## src/rtl/if_stage_pkg.sv

```systemverilog
// Shared definitions for the instruction-fetch stage: reset PC, PC step,
// BTB geometry helpers and the EX branch-resolution bundle.
package if_stage_pkg;

    localparam logic [31:0] RESET_PC_DEFAULT = 32'h4000_0000;
    localparam logic [31:0] PC_INC           = 32'd4;

    // Word-aligned PCs: bits [1:0] never take part in indexing or tagging.
    function automatic int btb_idx_w(input int entries);
        return $clog2(entries);
    endfunction

    function automatic int btb_tag_w(input int entries);
        return 30 - $clog2(entries);
    endfunction

    typedef struct packed {
        logic        valid;
        logic [31:0] pc;
        logic [31:0] target;
        logic        taken;
    } br_update_t;

endpackage

```

## src/rtl/if_stage_branch_target_buffer.sv

```systemverilog
// Direct-mapped branch target buffer: combinational lookup, update at the clock edge.
// A lookup and an update to the same index in one cycle returns the old contents.
module branch_target_buffer
    import if_stage_pkg::*;
#(
    parameter int ENTRIES = 16
) (
    input  logic        clk,
    input  logic        rst,
    input  logic [31:0] lookup_pc_i,
    output logic        hit_o,
    output logic [31:0] target_o,
    input  br_update_t  upd_i
);

    localparam int IW = btb_idx_w(ENTRIES);
    localparam int TW = btb_tag_w(ENTRIES);

    logic [ENTRIES-1:0] valid_q;
    logic [TW-1:0]      tag_q    [ENTRIES];
    logic [29:0]        target_q [ENTRIES];

    logic [IW-1:0] rd_idx;
    logic [TW-1:0] rd_tag;
    logic [IW-1:0] wr_idx;
    logic [TW-1:0] wr_tag;
    logic          wr_match;

    assign rd_idx = lookup_pc_i[2 +: IW];
    assign rd_tag = lookup_pc_i[31 -: TW];
    assign wr_idx = upd_i.pc[2 +: IW];
    assign wr_tag = upd_i.pc[31 -: TW];

    assign hit_o    = valid_q[rd_idx] && (tag_q[rd_idx] == rd_tag);
    assign target_o = {target_q[rd_idx], 2'b00};

    assign wr_match = valid_q[wr_idx] && (tag_q[wr_idx] == wr_tag);

    // Only valid bits are cleared on reset; tag/target are qualified by valid.
    always_ff @(posedge clk) begin
        if (rst) begin
            valid_q <= '0;
        end else if (upd_i.valid) begin
            if (upd_i.taken) begin
                valid_q[wr_idx]  <= 1'b1;
                tag_q[wr_idx]    <= wr_tag;
                target_q[wr_idx] <= upd_i.target[31:2];
            end else if (wr_match) begin
                valid_q[wr_idx] <= 1'b0;
            end
        end
    end

    logic unused_low_bits;
    assign unused_low_bits = ^{lookup_pc_i[1:0], upd_i.pc[1:0], upd_i.target[1:0]};

endmodule

```

## src/rtl/if_stage.sv

```systemverilog
// Instruction-fetch stage: owns the fetch PC, picks next PC (reset/redirect/stall/BTB/+4).
// Optional BTB selected by macro IF_BTB_EN; fetch_addr is 0-cycle, id_pc 1-cycle.
module if_stage
    import if_stage_pkg::*;
#(
    parameter logic [31:0] RESET_PC    = RESET_PC_DEFAULT,
    parameter int          BTB_ENTRIES = 16
) (
    input  logic        clk,
    input  logic        rst,
    input  logic        id_stall,
    input  logic        ex_redirect,
    input  logic [31:0] ex_redirect_pc,
    input  logic        ex_br_update,
    input  logic [31:0] ex_br_pc,
    input  logic [31:0] ex_br_target,
    input  logic        ex_br_taken,
    output logic [31:0] fetch_addr,
    output logic [31:0] id_pc,
    output logic        id_target_taken
);

    logic [31:0] pc_q;
    logic [31:0] pc_d;
    logic        btb_hit;
    logic [31:0] btb_target;

`ifdef IF_BTB_EN
    br_update_t br_upd;

    assign br_upd = '{valid: ex_br_update, pc: ex_br_pc,
                      target: ex_br_target, taken: ex_br_taken};

    branch_target_buffer #(
        .ENTRIES (BTB_ENTRIES)
    ) u_btb (
        .clk         (clk),
        .rst         (rst),
        .lookup_pc_i (pc_q),
        .hit_o       (btb_hit),
        .target_o    (btb_target),
        .upd_i       (br_upd)
    );
`else
    assign btb_hit    = 1'b0;
    assign btb_target = '0;

    logic unused_br;
    assign unused_br = ^{ex_br_update, ex_br_pc, ex_br_target, ex_br_taken};
`endif

    // Redirect beats stall: decode is flushed on redirect anyway.
    always_comb begin
        pc_d = pc_q + PC_INC;
        if (rst) begin
            pc_d = RESET_PC;
        end else if (ex_redirect) begin
            pc_d = ex_redirect_pc;
        end else if (id_stall) begin
            pc_d = pc_q;
        end else if (btb_hit) begin
            pc_d = btb_target;
        end
    end

    always_ff @(posedge clk) begin
        if (rst) begin
            pc_q <= RESET_PC;
        end else begin
            pc_q <= pc_d;
        end
    end

    assign fetch_addr      = pc_d;
    assign id_pc           = pc_q;
    assign id_target_taken = btb_hit && !rst;

endmodule

```

## config.mk

```make
export PLATFORM = sky130hd
export DESIGN_NAME = if_stage
export DESIGN_NICKNAME = d
export VERILOG_FILES = /design/src/rtl/if_stage_pkg.sv /design/src/rtl/if_stage_branch_target_buffer.sv /design/src/rtl/if_stage.sv
export SDC_FILE = /design/constraint.sdc
export NUM_CORES = 1
export LEC_CHECK = 0
export BUFFER_PORTS_ARGS = -buffer_cell sky130_fd_sc_hd__buf_2
export CELL_PAD_IN_SITES_DETAIL_PLACEMENT = 1
export CELL_PAD_IN_SITES_GLOBAL_PLACEMENT = 2
export CORE_MARGIN = 10
export CORE_UTILIZATION = 20
export CTS_BUF_LIST = sky130_fd_sc_hd__clkbuf_2 sky130_fd_sc_hd__clkbuf_4 sky130_fd_sc_hd__clkbuf_8
export DETAILED_ROUTE_END_ITERATION = 7
export PLACE_DENSITY = 0.85
export SLEW_MARGIN = 15
export SYNTH_ARGS = -nofsm -noshare
export SYNTH_HDL_FRONTEND = slang
export SYNTH_HIERARCHICAL = 1
export SYNTH_SLANG_ARGS = --single-unit
```

## constraint.sdc

```tcl
create_clock -name clk -period 2.2 [get_ports clk]
set_clock_uncertainty 0.05 [all_clocks]
set_input_delay 0.11 -clock clk [delete_from_list [all_inputs] [get_ports clk]]
set_output_delay 0.11 -clock clk [all_outputs]
set_load 0.03 [all_outputs]
```

---- Word level (Yosys, flattened, before mapping) ----
Cells that the tools add are included.
W data, S select, Z words.
storage, ports and cells
  bits in registers ....................... 32
  input port bits ......................... 102
  output and inout bits ................... 65
cells by class
  add/subtract/negate cells ............... 1
  mux-type cells .......................... 3
operators with widths
  operator                 count
  $mux W32                 3
  $add A32 B3 Y32 const B  1

---- Longest topological paths before layout ----
  depth after elaboration ................. 4
  mapped depth ............................ 6

---- Least setup slack after synthesis ----
OpenSTA, ideal clock, no wires.
  path kind ............................... register to output
  start ................................... register pc_q[12] (netlist: id_pc[12])
  end ..................................... output port fetch_addr[21]
  arrival time ............................ 2539 ps
  data required time ...................... 2040 ps
  slack ................................... -499 ps
  cell stages (with the launch flop) ...... 7
  path through ............................ dfxtp_1 nand4_2 or4_4 buf_6 nor3_2 xnor2_1 a211oi_1
on the way
  cells in the longest elaborated chain, start to end .. 4
ends and longest elaborated chain
  item                    line            source
  start, declared         if_stage.sv:23  logic [31:0] pc_q;
  start signal, assigned  if_stage.sv:70  pc_q <= pc_d;
  $add A32 B3 Y32         if_stage.sv:54  pc_d = pc_q + PC_INC;
  $mux W32                if_stage.sv:59  end else if (id_stall) begin
  $mux W32                if_stage.sv:57  end else if (ex_redirect) begin
  $mux W32                if_stage.sv:55  if (rst) begin
  end, declared           if_stage.sv:18  output logic [31:0] fetch_addr,
No other way between the ends.

---- Final worst setup path ----
  start ................................... register pc_q[11] (netlist: id_pc[11])
  end ..................................... output port fetch_addr[23]
Same word-level chain as after synthesis.

==> reports/qor.txt <==
Die Footprint: 0.0146 mm2
commonest non-fill, non-tap cell in the layout: buf_2
CP arrival: 2180 ps
syn_nets: 353
crit-path max cell delay: 600 ps
via/cell ratio: 4.57
worst min path class: in2reg
violation count after the first detailed-route iteration: 86
final critical-path setup slack: -143 ps
DR pass1 iterations: 4
outcome: complete, but fails checks
Total GRT Usage: 11.2%
Die X: 121 um
global-route wire length before repair: 13400 um
post-route total power: 1780 uW
Mean Syn Cell Area: 8.11 um2
number of max-cap violations: 0
Worst Setup End Kind: primary output
Layout Nets: 492
maximum vdd drop: 0.225 mV
DP HPWL: 6240 um
total wire length: 8550 um
violated checks: negative setup slack
Top delay family on crit path: simple AND/OR/NAND/NOR gates
power per cell area: 491 mW/mm2
Synth Flop Type: dfxtp_1
kind of critical path: reg2out
Max stage delay cell, worst path: or4_4
final hold vios: 0
Rel. slew slack: 60.3%
via count: 2388
cells along the critical path: nand3_4 -> or4_4 -> buf_6 -> nor3_4 -> xnor2_2 -> a211oi_4 -> buf_6
RSZ-0062 raised after global routing: yes
Ports: 167
Clock Pin Slew Worst Setup and Hold Paths: 80 ps
Post-synth EDFFs: 0
drc violations: 0
Antenna Cells: 0
largest net degree at the start of global routing: 25
Clock Sinks: 32
period utilisation layout: 106%
startpoint types: flop
Worst path most repeated cell: buf_6
Seq/Total Area, Yosys: 31.6%
clock buffer depth: 2
Cell variety after synth: 40
initial antenna violation count: 0
pre-CTS WS: 1.39 ps
WP data required: 2040 ps
Area Growth Syn to Fin: 78.5%
Core ar.: 0.00982 mm2
design area: 0.00362 mm2
grt ovf: 0
wire per inst: 16.3 um
PortBufs: 99
worst slew pin tran: 595 ps
Pleak: 0.00164 uW
CTS Buf Count: 5
Area contributors post-synth: dfxtp_1, xnor2_1, a211oi_1, nor2_1, a21oi_1
share of the synthesized area in the top cell type: 31.6%
CTS tree: built
GP Congestion: 0.761
CTS H-tree lvls: 2
max reg flops: 32
WP buf/inv: 2
Yosys reg bits: 32
most frequent cells in the layout: buf_2, buf_4, nor2_1, nand2_1, a21oi_1
Worst Path Max Fanout: 5
remaining antenna violation count after routing: 0
Slew Limit Fails: 0
Max Clock Freq: 0.427 GHz
placed instance area: 0.00299 mm2
number of global-route vias before repair: 2663
Mapped Area: 0.00203 mm2
YS warnings: 6
# hold bufs at CTS: 0
Async SR Flop Fraction: 0%
row count: 36
starting density of the core: 20.6%
Cells after Synth: 250
Final setup violation count: 14
Die Y: 121 um
Skew-Pair Late Insertion Delay: 290 ps
clk root buf: clkbuf_8
cell taking the most area after synthesis: dfxtp_1
share of post-route cells with drive strength above 1: 58.7%
fin crit period: 2340 ps
cells by family (layout without fill, tap and decap cells):
family / Yosys count / in the layout / share of synthesized area (%)
mux: 9 / 9 / 4.51
simple gates: 100 / 101 / 26.6
fa+ha+maj: 1 / 1 / 0.617
compound gates: 58 / 58 / 18.8
buf+inv: 25 / 164 / 7.28
flops: 32 / 32 / 31.6
other cells: 1 / 1 / 0.185
xor+xnor: 24 / 24 / 10.4
cell usage after synthesis (all sizes together), types with 2 or more instances:
master       instances
a211oi              20
a21oi               23
a311oi               7
and3                 2
and4                 2
buf                  7
clkbuf               7
dfxtp               32
dlygate4sd1          4
inv                  6
mux2i                8
nand2               19
nand3                9
nand4                8
nor2                39
nor3                 9
nor4                 4
o21ai                3
o21bai               3
o2bb2ai              2
or3                  3
xnor2               20
xor2                 4
routing by layer:
| layer | track usage [%] | vias to the layer above | share of wire [%] |
|---|---|---|---|
| met5 | 0 | - | 0 |
| met4 | 1.96 | 0 | 0.66 |
| met3 | 4.75 | 6 | 7.6 |
| met2 | 20.3 | 65 | 51 |
| met1 | 12.0 | 1139 | 41 |
| li1 | - | 1178 | - |
tightest hold or removal path: cells and delay by family:
kind / cells / cell delay [ps]
AND/OR/NAND/NOR: 1 / 80
buffers and inverters: 1 / 70
AO/OA/AOI/OAI: 1 / 70
worst paths after layout:
| check | from | endpoint | cells after the start | slack, ps |
|---|---|---|---|---|
| setup / recovery | id_pc[11] | fetch_addr[23] | 7 | -140 |
| hold / removal | ex_redirect_pc[5] | id_pc[5] | 3 | 30 |
| setup reg to reg | id_pc[11] | id_pc[30] | 10 | -70 |
| hold reg to reg | id_pc[1] | id_pc[1] | 2 | 480 |
final cells by class:
| cell class | instances | area [um2] |
|---|---|---|
| Fill cell | 1174 | 6200 |
| Multi-Input combinational cell | 194 | 1640 |
| Timing Repair Buffer | 150 | 1030 |
| Sequential cell | 32 | 668 |
| Tap cell | 133 | 166 |
| Clock buffer | 6 | 82.6 |
| Inverter | 6 | 22.5 |
| Clock inverter | 2 | 10.0 |
through the flow:
step | hold WS [ps] | TNS [ps] | instances | utilization [%]
after detailed placement | 324 | 0 | 494 | 30.4
final | 26.4 | -1250 | 523 | 36.9
after global placement | 313 | 0 | 494 | 30.4
after CTS | 21.7 | -1510 | 514 | 35.5
after global routing | 36.6 | -2720 | 523 | 36.9
after floorplan | 217 | -25.5 | 250 | -
where the power goes:
part           total (uW)  internal (uW)  switching, uW
sequential            665            620           44.6
combinational         609            242            367
clock                 505            250            255
total                1780           1110            666
timing repair:
item,4_1_cts,5_1_grt
pin swaps,24,19
setup endpoints to repair,16,19
cloned,1,0
resized for setup,69,21
setup buffers,11,9
Power figures use the tool's default switching activity.
